--- src/rtl/fetch_pc_queue.sv ---
// Front-end PC generator: produces sequential or predicted fetch PCs and buffers
// them in a DEPTH-entry FIFO handed to the i_cache through a valid/ready handshake.
module fetch_pc_queue #(
   parameter int                    ADDR_WIDTH  = 32,
   parameter logic [ADDR_WIDTH-1:0] RESET_PC    = '0,
   parameter int                    DEPTH       = 4,
   parameter int                    INSTR_BYTES = 4
) (
   input  logic                         clk,
   input  logic                         rst,
   input  logic                         i_stall,
   input  logic                         i_redirect_valid,
   input  logic [ADDR_WIDTH-1:0]        i_redirect_pc,
   output logic [ADDR_WIDTH-1:0]        o_lookup_pc,
   input  logic                         i_pred_taken,
   input  logic [ADDR_WIDTH-1:0]        i_pred_target,
   output logic                         o_valid,
   output logic [ADDR_WIDTH-1:0]        o_pc,
   output logic                         o_pred_taken,
   input  logic                         i_ready,
   output logic [$clog2(DEPTH+1)-1:0]   o_count
);

   localparam int                    PTR_W      = (DEPTH > 1) ? $clog2(DEPTH) : 1;
   localparam int                    CNT_W      = $clog2(DEPTH + 1);
   localparam logic [ADDR_WIDTH-1:0] ALIGN_MASK = ~(ADDR_WIDTH'(INSTR_BYTES - 1));
   localparam logic [ADDR_WIDTH-1:0] STEP       = ADDR_WIDTH'(INSTR_BYTES);

   typedef struct packed {
      logic [ADDR_WIDTH-1:0] pc;
      logic                  taken;
   } entry_t;

   entry_t                mem [DEPTH];
   logic [PTR_W-1:0]      rd_ptr, wr_ptr;
   logic [ADDR_WIDTH-1:0] gen_pc, gen_pc_next;
   logic [ADDR_WIDTH-1:0] hold_pc;
   logic                  hold_taken;
   logic                  pop, push;

   // NOTE: every always_comb output gets a default first so no path can infer a latch.
   always_comb begin
      pop         = 1'b0;
      push        = 1'b0;
      gen_pc_next = gen_pc;
      if (!i_redirect_valid) begin
         pop  = o_valid && i_ready;
         push = !i_stall && ((o_count < CNT_W'(DEPTH)) || pop);
      end
      if (push)
         gen_pc_next = i_pred_taken ? (i_pred_target & ALIGN_MASK) : gen_pc + STEP;
   end

   assign o_valid      = (o_count != '0);
   assign o_lookup_pc  = gen_pc;
   // When empty, show the last presented head so the outputs never go unknown.
   assign o_pc         = o_valid ? mem[rd_ptr].pc    : hold_pc;
   assign o_pred_taken = o_valid ? mem[rd_ptr].taken : hold_taken;

   // NOTE: sequential state uses non-blocking assignments so every register samples pre-edge values.
   always_ff @(posedge clk) begin
      if (rst) begin
         gen_pc     <= RESET_PC;
         rd_ptr     <= '0;
         wr_ptr     <= '0;
         o_count    <= '0;
         hold_pc    <= RESET_PC;
         hold_taken <= 1'b0;
      end else begin
         hold_pc    <= o_pc;
         hold_taken <= o_pred_taken;
         if (i_redirect_valid) begin
            gen_pc  <= i_redirect_pc & ALIGN_MASK;
            rd_ptr  <= '0;
            wr_ptr  <= '0;
            o_count <= '0;
         end else begin
            gen_pc <= gen_pc_next;
            if (push) wr_ptr <= wr_ptr + PTR_W'(1);
            if (pop)  rd_ptr <= rd_ptr + PTR_W'(1);
            o_count <= o_count + CNT_W'(push) - CNT_W'(pop);
         end
      end
   end

   // NOTE: the storage array is not reset; o_count alone decides which entries are live.
   always_ff @(posedge clk) begin
      if (push && !rst)
         mem[wr_ptr] <= '{pc: gen_pc, taken: i_pred_taken};
   end

endmodule

--- config.mk ---
export PLATFORM = sky130hd
export DESIGN_NAME = fetch_pc_queue
export DESIGN_NICKNAME = d
export VERILOG_FILES = /design/src/rtl/fetch_pc_queue.sv
export SDC_FILE = /design/constraint.sdc
export NUM_CORES = 1
export LEC_CHECK = 0
export CAP_MARGIN = 10
export CORE_AREA = 5 5 134 162
export CTS_CLUSTER_DIAMETER = 30
export CTS_CLUSTER_SIZE = 25
export DETAILED_ROUTE_END_ITERATION = 8
export DIE_AREA = 0 0 139 167
export GPL_TIMING_DRIVEN = 0
export PLACE_DENSITY = 0.68
export SLEW_MARGIN = 20
export SYNTH_ARGS = -nofsm -noshare
export SYNTH_HDL_FRONTEND = slang
export SYNTH_SLANG_ARGS = --single-unit
--- constraint.sdc ---
create_clock -name clk -period 3.1 [get_ports clk]
set_input_delay 0.62 -clock clk [delete_from_list [all_inputs] [get_ports clk]]
set_output_delay 0.62 -clock clk [all_outputs]
set_load 0.1 [all_outputs]
==> impl_metrics.prom <==
# TYPE chip_impl_metric gauge
chip_impl_info{name="worst_setup_path_end_kind",value="primary output"} 1
chip_impl_metric{name="tritoncts_num_sinks",unit=""} 206
chip_impl_metric{name="core_area",unit="um2"} 20000
chip_impl_info{name="worstSetupStartpointType",value="flip-flop"} 1
chip_impl_metric{name="fmax",unit="GHz"} 0.335
chip_impl_metric{name="clk_transition_reported_paths",unit="ns"} 0.04
chip_impl_metric{name="power.clock.fraction",unit=""} 0.494
chip_impl_info{name="synth.top_cells.by_area",value="sky130_fd_sc_hd__edfxtp_1 (45%), sky130_fd_sc_hd__dfxtp_1 (17%), sky130_fd_sc_hd__mux4_2 (8.4%)"} 1
chip_impl_metric{name="place_area",unit="um2"} 10600
chip_impl_metric{name="detail_route.wirelength",unit="mm"} 23.9
chip_impl_metric{name="finish.net_count",unit=""} 889
chip_impl_metric{name="rows",unit=""} 57
chip_impl_metric{name="synth_enable_flop_cells",unit=""} 132
chip_impl_metric{name="max-clock-path-buffers",unit=""} 3
chip_impl_info{name="most_common_library_cell_in_the_layout_ignoring_fill_and_taps",value="sky130_fd_sc_hd__edfxtp_1"} 1
chip_impl_metric{name="seq_power_share",unit=""} 0.381
chip_impl_metric{name="synth_largest_type_area_fraction",unit=""} 0.448
chip_impl_metric{name="layout.cells.non_filler",unit=""} 1104
chip_impl_metric{name="dp_cells",unit=""} 1036
chip_impl_info{name="worst_hold_path_type",value="flip-flop to flip-flop"} 1
chip_impl_metric{name="worst_ep_required_time",unit="ns"} 2.48
chip_impl_info{name="dominantRegCellSynth",value="sky130_fd_sc_hd__edfxtp_1"} 1
chip_impl_metric{name="cts_buffer_count",unit=""} 38
chip_impl_metric{name="place.port_buffers",unit=""} 133
chip_impl_metric{name="io-pin-count",unit=""} 139
chip_impl_metric{name="synth_area_per_cell",unit="um2"} 13.9
chip_impl_metric{name="gpl.final_weighted_congestion",unit=""} 0.854
chip_impl_metric{name="initial_drt_markers",unit=""} 638
chip_impl_metric{name="ys_warnings",unit=""} 0
chip_impl_info{name="timing.critical_path.slowest_stage_cell",value="sky130_fd_sc_hd__mux4_2"} 1
chip_impl_metric{name="post_cts_hold_buffer_count",unit=""} 0
chip_impl_metric{name="grt_start_max_net_pins",unit=""} 20
chip_impl_metric{name="die_area",unit="um2"} 23200
chip_impl_metric{name="synth.yosys.seq_area_share",unit=""} 0.616
chip_impl_info{name="run_status",value="completed"} 1
chip_impl_metric{name="synthesis.instances",unit=""} 634
chip_impl_info{name="tritoncts",value="yes"} 1
chip_impl_metric{name="cp_max_fo",unit=""} 10
chip_impl_metric{name="maximum_capacitance_violations",unit=""} 0
chip_impl_metric{name="synth-seq-cells",unit=""} 206
chip_impl_metric{name="grt_first_pass_wirelength",unit="mm"} 37.8
chip_impl_metric{name="final.period_utilization",unit=""} 0.963
chip_impl_metric{name="first_global_vias",unit=""} 6672
chip_impl_metric{name="number_of_remaining_drc_errors",unit=""} 0
chip_impl_metric{name="max-slew-margin-rel",unit=""} 0.308
chip_impl_info{name="mostFrequentLayoutCells",value="sky130_fd_sc_hd__edfxtp_1 (132), sky130_fd_sc_hd__clkdlybuf4s50_1 (99), sky130_fd_sc_hd__dfxtp_1 (73)"} 1
chip_impl_metric{name="drt-vias-per-instance",unit=""} 5.57
chip_impl_metric{name="syn_nets",unit=""} 712
chip_impl_metric{name="utilization",unit=""} 0.589
chip_impl_metric{name="worst_path_largest_cell_delay",unit="ns"} 0.54
chip_impl_metric{name="vias",unit=""} 6146
chip_impl_metric{name="post_synth_num_cell_types",unit=""} 55
chip_impl_metric{name="finish.instance_area",unit="um2"} 11800
chip_impl_metric{name="timing.critical_path.arrival",unit="ns"} 2.36
chip_impl_metric{name="gr-total-overflow",unit=""} 0
chip_impl_metric{name="p_int",unit="mW"} 5.92
chip_impl_metric{name="p_total",unit="mW"} 8.13
chip_impl_metric{name="htreeDepth",unit=""} 2
chip_impl_metric{name="clock-skew-final",unit="ns"} 0.0231
chip_impl_metric{name="postLayoutSetupSlackWorst",unit="ns"} 0.115
chip_impl_metric{name="mappedNetlistArea",unit="um2"} 8840
chip_impl_metric{name="hold_violations",unit=""} 0
chip_impl_metric{name="initial_drt_pass_iterations",unit=""} 5
chip_impl_metric{name="pins_over_slew_limit",unit=""} 0
chip_impl_metric{name="diodes",unit=""} 0
chip_impl_metric{name="clock_latency",unit="ns"} 0.51
chip_impl_info{name="yosys.area.top_type",value="sky130_fd_sc_hd__edfxtp_1"} 1
chip_impl_metric{name="initial_core_util",unit=""} 0.443
chip_impl_metric{name="antenna_found_initial",unit=""} 0
chip_impl_metric{name="timing_worst_slew_pin_value",unit="ns"} 1.03
chip_impl_metric{name="ys_async_sr_fraction",unit=""} 0
chip_impl_metric{name="power_density",unit="nW/um2"} 691
chip_impl_metric{name="dp_worst_slack",unit="ns"} -0.528
chip_impl_metric{name="power_leakage",unit="nW"} 4.29
chip_impl_info{name="setup_repair_after_global_routing_missed_its_margin",value="yes"} 1
chip_impl_metric{name="final.min_clock_period",unit="ns"} 2.98
chip_impl_metric{name="area_growth",unit="%"} 33.2
chip_impl_info{name="cts_root_buffer",value="sky130_fd_sc_hd__clkbuf_16"} 1
chip_impl_metric{name="drtAntennaViolNets",unit=""} 0
chip_impl_metric{name="p_comb_frac",unit=""} 0.125
chip_impl_metric{name="hpwlAfterDp",unit="mm"} 16.8
chip_impl_metric{name="switching_power_summed_over_all_nets",unit="mW"} 2.21
chip_impl_info{name="criticalPathCategory",value="flip-flop to primary output"} 1
chip_impl_metric{name="fraction_of_power_spent_switching_nets",unit=""} 0.272
chip_impl_metric{name="die-height",unit="um"} 167
chip_impl_metric{name="chipWidth",unit="um"} 139
chip_impl_metric{name="ir_drop",unit="mV"} 0.406
chip_impl_metric{name="drive_gt1_frac",unit=""} 0.226
chip_impl_info{name="worstPathCellList",value="buf_4, mux4_2, mux2_2, buf_2"} 1
chip_impl_metric{name="routedWlPerCell",unit="um"} 21.7
chip_impl_metric{name="setup_viol",unit=""} 0
chip_impl_metric{name="grt_util_all_layers",unit=""} 0.207
## layer usage
layer	wire length, um	vias up	track usage
li1	-	2774	-
met1	8930	3021	0.249
met2	12400	286	0.355
met3	1680	65	0.0459
met4	943	0	0.0987
met5	0	-	0
## synth_stat cells (7+ instances only)
cell	count
sky130_fd_sc_hd__and3_1	27
sky130_fd_sc_hd__nor2_1	26
sky130_fd_sc_hd__nand3_1	13
sky130_fd_sc_hd__o32ai_1	15
sky130_fd_sc_hd__inv_1	14
sky130_fd_sc_hd__nor2b_1	53
sky130_fd_sc_hd__dfxtp_1	74
sky130_fd_sc_hd__mux4_2	33
sky130_fd_sc_hd__xnor2_1	13
sky130_fd_sc_hd__nand2_1	26
sky130_fd_sc_hd__ha_1	7
sky130_fd_sc_hd__nor4_1	7
sky130_fd_sc_hd__mux2_2	33
sky130_fd_sc_hd__nand4_1	8
sky130_fd_sc_hd__buf_2	9
sky130_fd_sc_hd__xor2_1	13
sky130_fd_sc_hd__a211oi_1	15
sky130_fd_sc_hd__edfxtp_1	132
sky130_fd_sc_hd__a21oi_1	15
sky130_fd_sc_hd__clkbuf_1	32
## area by class of cell
class / instances / area (um2)
Buffer: 40 / 180
Sequential cell: 206 / 5450
Clock inverter: 21 / 239
Multi-Input combinational cell: 371 / 3190
Inverter: 15 / 56.3
Timing Repair Buffer: 139 / 1310
Fill cell: 1609 / 8200
Tap cell: 265 / 332
Clock buffer: 47 / 1020
## kinds of logic (layout without fill, tap and decap cells)
kind of cell,count (synthesis),after routing,synth area share
mux,68,68,0.128
buf+inv,57,262,0.0255
flops,206,206,0.616
xor+xnor,26,26,0.0258
compound gates,74,74,0.0631
fa+ha+maj,8,8,0.0122
simple gates,195,195,0.129
## critical path, delay by kind of cell (launching register included)
family	cells	cell delay (ns)
DFF	1	0.45
muxes	2	0.83
buffers and inverters	2	0.60
## metrics by stage
stage	hold slack [ns]	setup TNS, ns
floorplan	0.469	0
global placement	0.478	-167.50
detailed placement	0.519	-46.55
CTS	0.525	-0.112
global route	0.532	-0.125
finish	0.528	0
## repair_timing
item | in CTS | in global routing
setup buffers | 2 | 0
pin swaps | 1 | 0
resized for setup | 163 | 3
setup endpoints to repair | 34 | 17
## state kept, by name, indices dropped and copies added (netlist names), named ones only
name,cells
hold_taken,1
wr_ptr,2
o_count,3
rd_ptr,2
o_lookup_pc,32
mem,132
hold_pc,32
## path summary, 6_finish.rpt
kind	from	end	slack, ns	cells after the start
setup / recovery	flip-flop	o_pc[25]	0.12	4
hold / removal	rd_ptr[1]	flip-flop	0.53	2
setup reg to reg	o_count[2]	mem[0][19]	0.29	6
hold reg to reg	rd_ptr[1]	flip-flop	0.53	2
## power groups by stage
stage	clock, mW	sequential, mW	combinational (mW)
2_1_floorplan	0	3.34	0.505
3_5_place_dp	0	3.15	1.04
6_report	4.01	3.10	1.02
4_1_cts	4.09	3.10	1.02
3_3_place_gp	0	3.14	1.02
5_1_grt	4.24	3.11	1.06
No activity file was read; power rests on OpenSTA's default activity.
